`src/rtl/ray_length_calc_pkg.sv`:
```
// Shared types and constants for the ray length block.
// Q4.12 direction vectors; len carries the same format.
package ray_length_calc_pkg;

  localparam int WIDTH  = 16;
  localparam int Q_BITS = 12;
  localparam int SUM_W  = 2 * WIDTH + 2;
  localparam int ROOT_W = WIDTH + 1;
  localparam int FRAC_W = 2 * Q_BITS;

  localparam logic [WIDTH-1:0] MAX_16 = 16'h7FFF;

  typedef struct packed {
    logic [WIDTH-1:0] x;
    logic [WIDTH-1:0] y;
    logic [WIDTH-1:0] z;
  } RayDirection;

  typedef struct packed {
    logic [WIDTH-1:0] x;
    logic [WIDTH-1:0] y;
    logic [WIDTH-1:0] z;
    logic [WIDTH-1:0] len;
  } RayDirection_len;

  typedef enum logic [1:0] {
    IDLE,
    SQUARE,
    SQRT,
    DONE
  } rlc_state_t;

  function automatic logic [WIDTH-1:0] sat_len(
    input logic [ROOT_W-1:0] r
  );
    if (r > ROOT_W'(MAX_16)) sat_len = MAX_16;
    else                     sat_len = r[WIDTH-1:0];
  endfunction

endpackage

```
`src/rtl/ray_length_calc_isqrt_seq.sv`:
```
// Restoring digit-by-digit integer square root.
// One root bit per cycle; done pulses after the last bit.
module isqrt_seq #(
  parameter int RW = 34
) (
  input  logic            clk,
  input  logic            reset,
  input  logic            load,
  input  logic [RW-1:0]   radicand,
  output logic [RW/2-1:0] root,
  output logic            done
);

  localparam int RB  = RW / 2;
  localparam int RMW = RB + 1;
  localparam int SHW = RB + 3;
  localparam int CW  = $clog2(RB);

  logic [RW-1:0]  rad;
  logic [RMW-1:0] rem;
  logic [CW-1:0]  cnt;
  logic           busy;

  logic [SHW-1:0] rem_sh;
  logic [SHW-1:0] trial;
  logic [RMW-1:0] rem_nx;
  logic           ge;

  // Trial subtraction for the current root digit.
  always_comb begin
    rem_sh = {rem, rad[RW-1 -: 2]};
    trial  = {1'b0, root, 2'b01};
    ge     = (rem_sh >= trial);
    rem_nx = ge ? RMW'(rem_sh - trial)
                : RMW'(rem_sh);
  end

  // Iteration state: radicand shifter, remainder, root, counter.
  always_ff @(posedge clk or negedge reset) begin
    if (!reset) begin
      rad  <= '0;
      rem  <= '0;
      root <= '0;
      cnt  <= '0;
      busy <= 1'b0;
      done <= 1'b0;
    end else begin
      done <= 1'b0;
      if (load) begin
        rad  <= radicand;
        rem  <= '0;
        root <= '0;
        cnt  <= '0;
        busy <= 1'b1;
      end else if (busy) begin
        rad  <= {rad[RW-3:0], 2'b00};
        rem  <= rem_nx;
        root <= {root[RB-2:0], ge};
        if (cnt == CW'(RB - 1)) begin
          busy <= 1'b0;
          done <= 1'b1;
        end else begin
          cnt <= cnt + 1'b1;
        end
      end
    end
  end

endmodule

```
`src/rtl/ray_length_calc.sv`:
```
// Ray direction length: len = sqrt(x^2+y^2+z^2), saturated.
// One ray in flight; result handed to the normaliser.
module ray_length_calc
  import ray_length_calc_pkg::*;
(
  input  logic            clk,
  input  logic            reset,
  input  logic            start,
  input  RayDirection     dir_in,
  output logic            ready_out,
  output logic            valid_out,
  output RayDirection_len RDL_out,
  output logic            zero_len
);

  rlc_state_t state;

  logic [WIDTH-1:0] x_r;
  logic [WIDTH-1:0] y_r;
  logic [WIDTH-1:0] z_r;
  logic             sum_zero;

  logic signed [2*WIDTH-1:0] px;
  logic signed [2*WIDTH-1:0] py;
  logic signed [2*WIDTH-1:0] pz;
  logic [SUM_W-1:0]          sum;

  logic              sq_load;
  logic [ROOT_W-1:0] root;
  logic              sq_done;

  // Signed squares are non-negative, so their top bit is always 0.
  always_comb begin
    px  = $signed(x_r) * $signed(x_r);
    py  = $signed(y_r) * $signed(y_r);
    pz  = $signed(z_r) * $signed(z_r);
    sum = {2'b00, px} + {2'b00, py} + {2'b00, pz};
  end

  assign sq_load = (state == SQUARE);

  isqrt_seq #(
    .RW (SUM_W)
  ) u_isqrt (
    .clk      (clk),
    .reset    (reset),
    .load     (sq_load),
    .radicand (sum),
    .root     (root),
    .done     (sq_done)
  );

  // Control FSM with registered handshake and result outputs.
  always_ff @(posedge clk or negedge reset) begin
    if (!reset) begin
      state     <= IDLE;
      x_r       <= '0;
      y_r       <= '0;
      z_r       <= '0;
      sum_zero  <= 1'b0;
      ready_out <= 1'b1;
      valid_out <= 1'b0;
      zero_len  <= 1'b0;
      RDL_out   <= '0;
    end else begin
      valid_out <= 1'b0;
      zero_len  <= 1'b0;
      unique case (state)
        IDLE: begin
          if (start) begin
            x_r       <= dir_in.x;
            y_r       <= dir_in.y;
            z_r       <= dir_in.z;
            ready_out <= 1'b0;
            state     <= SQUARE;
          end
        end
        SQUARE: begin
          sum_zero <= (sum == '0);
          state    <= SQRT;
        end
        SQRT: begin
          if (sq_done) begin
            valid_out   <= 1'b1;
            zero_len    <= sum_zero;
            RDL_out.x   <= x_r;
            RDL_out.y   <= y_r;
            RDL_out.z   <= z_r;
            RDL_out.len <= sat_len(root);
            state       <= DONE;
          end
        end
        DONE: begin
          ready_out <= 1'b1;
          state     <= IDLE;
        end
        default: state <= IDLE;
      endcase
    end
  end

endmodule

```
`config.mk`:
```
export PLATFORM = sky130hd
export DESIGN_NAME = ray_length_calc
export DESIGN_NICKNAME = d
export VERILOG_FILES = /design/src/rtl/ray_length_calc_pkg.sv /design/src/rtl/ray_length_calc_isqrt_seq.sv /design/src/rtl/ray_length_calc.sv
export SDC_FILE = /design/constraint.sdc
export NUM_CORES = 2
export LEC_CHECK = 0
export ABC_AREA = 1
export BUFFER_PORTS_ARGS = -buffer_cell sky130_fd_sc_hd__buf_2
export CAP_MARGIN = 10
export CELL_PAD_IN_SITES_DETAIL_PLACEMENT = 0
export CELL_PAD_IN_SITES_GLOBAL_PLACEMENT = 2
export CORE_MARGIN = 10
export CORE_UTILIZATION = 43
export DETAILED_ROUTE_END_ITERATION = 8
export PLACE_DENSITY = 0.95
export SYNTH_ARGS = -nofsm -noshare
export SYNTH_HDL_FRONTEND = slang
export SYNTH_HIERARCHICAL = 1
export SYNTH_SLANG_ARGS = --single-unit
```
`constraint.sdc`:
```
create_clock -name clk -period 16.74 [get_ports clk]
set_input_delay 0.837 -clock clk [delete_from_list [all_inputs] [get_ports clk]]
set_output_delay 0.837 -clock clk [all_outputs]
set_load 0.05 [all_outputs]
```
# After elaboration in Yosys (flattened, before gate mapping)
# Cells that the tools add are included.
# word_totals
ff_bits	194
latch_bits	0
ramBits	0
romBits	0
output_inout_bits	67
word_cells	69
memories	0
# classes
addsub	4
n_mul	3
div_mod_pow	0
order_cmp	2
eq_ne	7
n_shift	0
mux	26
bitwise	0
n_reduce_logical	9
# ops
operator	count
$mul A16 B16 Y32	3
$mux W34	2
$mux W18	3
$add A33 B32 Y34	1
$logic_not A34 Y1	1
$mux W17	2
$add A32 B32 Y33	1
$ge A20 B19 Y1	1
$sub A18 B18 Y18	1
$gt A17 B15 Y1 const B	1
$mux W16	1
$mux W5	3
$mux W1	11
$reduce_and A2 Y1	5
$pmux W2 S4	1
$add A5 B1 Y5 const B	1
$eq A5 B5 Y1 const B	1
$eq A2 B2 Y1 const B	2
$mux W2	2
$ne A2 B2 Y1 const B	2
$reduce_bool A2 Y1	2
$eq A2 B1 Y1 const B	1
$logic_not A2 Y1	1
$ne A2 B1 Y1 const B	1
$pmux W1 S2	1

# Depth between registers and ports, before layout
# depth
word_depth	4
ltp_mapped	45
mapped_depth_nobuf	44

# Hierarchy
# The synthesis kept the hierarchy.
# modules_own_cells
mod	n_inst	cells_each	area_each_um2	seq_area_each_um2
ray_length_calc	1	4290	34936.0	2954.1
isqrt_seq	1	623	4575.6	1901.8

# Least setup slack after synthesis
# OpenSTA, ideal clock, no wires.
# synth_path
path_type	reg2reg
from	reg z_r[4]
to	reg u_isqrt.rad[32]
setup_ps	133
t_arrival_ps	7459
required_time_ps	16607
slack_ps	9148
path_stages_with_launch	34
path_buffers	2
path_cell_list	dfrtp_1 > clkbuf_1 > clkbuf_1 > nand2_1 > fa_1 > inv_1 > fa_1 > inv_1 > fa_1 > inv_1 > fa_1 > inv_1 > fa_1 > inv_1 > fa_1 > ha_1 > a21o_1 > a31oi_1 > o21ai_0 > a21boi_0 > o21ai_2 > xor2_1 > fa_1 > inv_1 > ha_1 > a21oi_1 > nor2_1 > o21ai_0 > nand3_1 > a21oi_1 > nand2_1 > xnor2_1 > o211ai_1 > o21ai_0
# synth_via
elab_chain_cells	3
# synth_rtl
element	line	text
start: declaration	ray_length_calc.sv:20	logic [WIDTH-1:0] z_r;
start signal: assignment	ray_length_calc.sv:73	z_r <= dir_in.z;
$mul A16 B16 Y32	ray_length_calc.sv:36	pz = $signed(z_r) * $signed(z_r);
$add A33 B32 Y34	ray_length_calc.sv:37	sum = {2'b00, px} + {2'b00, py} + {2'b00, pz};
named net sum[32]	ray_length_calc.sv:26	logic [SUM_W-1:0] sum;
$mux W34	ray_length_calc_isqrt_seq.sv:49	if (load) begin
end signal: assignment	ray_length_calc_isqrt_seq.sv:50	rad <= radicand;
end signal: assignment	ray_length_calc_isqrt_seq.sv:56	rad <= {rad[RW-3:0], 2'b00};
end: declaration	ray_length_calc_isqrt_seq.sv:19	logic [RW-1:0] rad;
# The timed path passes the listed nets, and every way through them passes these cells.
# A chain may end at the register's enable or synchronous reset.

# Worst setup path after layout
# layout_path
from	reg y_r[15]
to	reg u_isqrt.rad[32]
# layout_via
elab_chain_cells	4
# layout_rtl
element	line	text
start: declaration	ray_length_calc.sv:19	logic [WIDTH-1:0] y_r;
start signal: assignment	ray_length_calc.sv:72	y_r <= dir_in.y;
$mul A16 B16 Y32	ray_length_calc.sv:35	py = $signed(y_r) * $signed(y_r);
$add A32 B32 Y33	ray_length_calc.sv:37	
$add A33 B32 Y34	ray_length_calc.sv:37	
named net sum[32]	ray_length_calc.sv:26	
$mux W34	ray_length_calc_isqrt_seq.sv:49	
# The timed path passes the listed nets, and every way through them passes these cells.

==> reports/results.ini <==
[clocking]
numCtsBuffers = 17
cts_tree = done
ctsRootBufferMaster = clkbuf_16
cts_setup_buffers = 0
clock_latency_ns = 0.54
cts.path.max_buffers = 2
path_clk_slew_ns = 0.08
hold_buffers = 0
htree_levels = 4
clock-sinks = 194
cts_resized = 0

[flow_run]
drv_cap = 0

[synthesis]
netlist_area_mm2 = 0.03951
syn_inst = 4913
yosys_warnings = 6
yosysSeqAreaShare_pct = 12.29
syn_nets = 6025
syn_area_per_cell_um2 = 8.042
netlist-cell-type-count = 50
ys_ff_latch = 194

[sta]
skew_ns = 0.03348
worstMarginPinSlew_ns = 1.177
drv_slew = 0
finalSetupViolations = 0
finalHoldViolCount = 0
timing.slew.headroom_pct = 21.41
period_share_pct = 53.94
timing.hold.ws_ns = 0.3001
tns_ns = 0
fin_crit_ns = 9.030
fmax_mhz = 110.7
rsz0062_at_grt = no

[setup_path]
cp.required_ns = 17.10
cp_common_cell = fa_1
cp-end-kind = flop
critical_path.startpoint_type = flop
worstPathArrival_ns = 9.39
cpPeakStageDelay_ns = 0.95
setup.worst_path.class = reg2reg
cp_max_fo = 24
startpoint = y_r[15]
path_delay_family = adder cells
slowest_stage = dfrtp_1
crit_buf_inv = 6
timing.rr.start = y_r[15]

[placement]
place_congestion = 0.8882
dp_hpwl_um = 80750
numPortBuffers = 117

[layout]
diodes = 0
post-route-util_pct = 45.66
nets = 6030
area_growth_pct = 5.605
final_cell_mix = 1489 x inv_1, 1037 x nand2_1, 739 x fa_1
drive_gt1_share_pct = 4.522
final_common_cell = inv_1

[detailed_routing]
routed_wl_um = 96150
drcViolationCount = 0
routedWlPerCell_um = 15.72
vias_per_cell = 4.769
vias = 29170
postRouteAntennaNets = 0
first_iter_violations = 1461
first_pass_iters = 5

[global_route]
grt_max_degree = 100
grt_overflow_total = 0
grt_pass1_wl_um = 163600
grt_use_total_pct = 19.54
antenna_found_initial = 0
grt_pass1_vias = 31380

[floorplanning]
start_util_pct = 43.24
std_cell_rows = 111
num_io_pins = 118
die_x_um = 323.1
die_h_um = 323.1
coreArea_mm2 = 0.09139
die_area_mm2 = 0.1044

[run_status]
status = finished clean

[hold_path]
min_path_type = in2async

cell usage after synthesis, drive strengths merged:
master,instances,area (um^2)
ha,322,4029
inv,1494,5608
o31ai,1,7.510
xnor2,70,613.1
o22ai,18,112.6
a21oi,134,685.7
fa,739,14790
o21ai,221,1125
dfstp,1,26.28
clkbuf,134,503.0
a21o,10,75.07
o211ai,38,285.3
xor2,83,727.0
nor3,26,141.4
a31o,4,35.03
clkinv,4,15.01
nor4,7,43.79
a31oi,14,87.58
o21a,8,60.06
a211oi,1,7.510
and2,2,12.51
o21bai,18,153.9
or2,6,37.54
nand2,1053,4000
dfrtp,193,4830
nand4,20,125.1
and3,1,6.260
a22oi,2,15.01
nand3b,11,82.58
buf,10,55.05
a21boi,9,86.33
nand3,83,425.4
a2111oi,1,8.760
nor2,175,691.9
layer usage:
metal  vias up  part of all wire [%]  track usage (%)
met4         0                   1.2            3.749
met2       429                    49            33.22
met3        59                   3.4            2.224
li1      14270                     -                -
met5         -                     0                0
met1     14420                    47            26.83
worst paths after layout:
kind                       cells after the start         endpoint  slack (ns)
max reg2reg                                   31  u_isqrt/rad[32]        7.71
min                                            1      RDL_out[40]        0.30
min in group clk                               2      RDL_out[29]        0.48
max in group asynchronous                      2          z_r[15]       15.14
min reg2reg                                    2      RDL_out[29]        0.48
max                                           31  u_isqrt/rad[32]        7.71
logic make-up (layout without fill, tap and decap cells):
family | after synthesis | count (layout) | share of synthesized area (%)
compound gates | 479 | 479 | 6.948
xor+xnor | 153 | 153 | 3.392
fa+ha+maj | 1061 | 1061 | 47.64
buf+inv | 1642 | 1660 | 15.64
flops | 194 | 194 | 12.29
simple gates | 1384 | 1384 | 14.09
state kept, by name (all words and copies together) (netlist names):
name / cells
RDL_out: 64
ready_out: 1
state: 2
sum_zero: 1
u_isqrt/busy: 1
u_isqrt/cnt: 5
u_isqrt/done: 1
u_isqrt/rad: 34
u_isqrt/rem: 18
u_isqrt/root: 17
valid_out: 1
x_r: 16
y_r: 16
z_r: 16
zero_len: 1
cell type report:
type                       instances  area [um^2]
clock inverter                    14        156.4
clock buffer                      18        429.2
sequential                       194         4856
multi-input combinational       3077        28480
tap                             1186         1484
fill                            9170        49660
inverter                        1498         5625
timing repair buffer             130        693.2
worst register-to-register path, delay by kind of cell (launching register included):
kind,cells,cell delay [ns]
flip-flops,1,0.95
AND/OR/NAND/NOR,8,1.61
adder cells (fa/ha/maj),9,3.98
buffers and inverters,6,0.90
AO/OA/AOI/OAI,6,0.95
XOR/XNOR,2,0.49
through the flow:
step | instances | instance area [um^2] | setup WS (ns)
finish | 6117 | 41730 | 7.710
global route | 6117 | 41730 | 7.089
CTS | 6117 | 41730 | 7.719
detailed placement | 6085 | 41140 | 7.763
global placement | 6085 | 41140 | 7.894
floorplan | 4913 | 39510 | 9.148
Power is left out: the tool's default activity adds up to more than one toggle a clock period on the data nets, which glitch-free logic cannot reach.
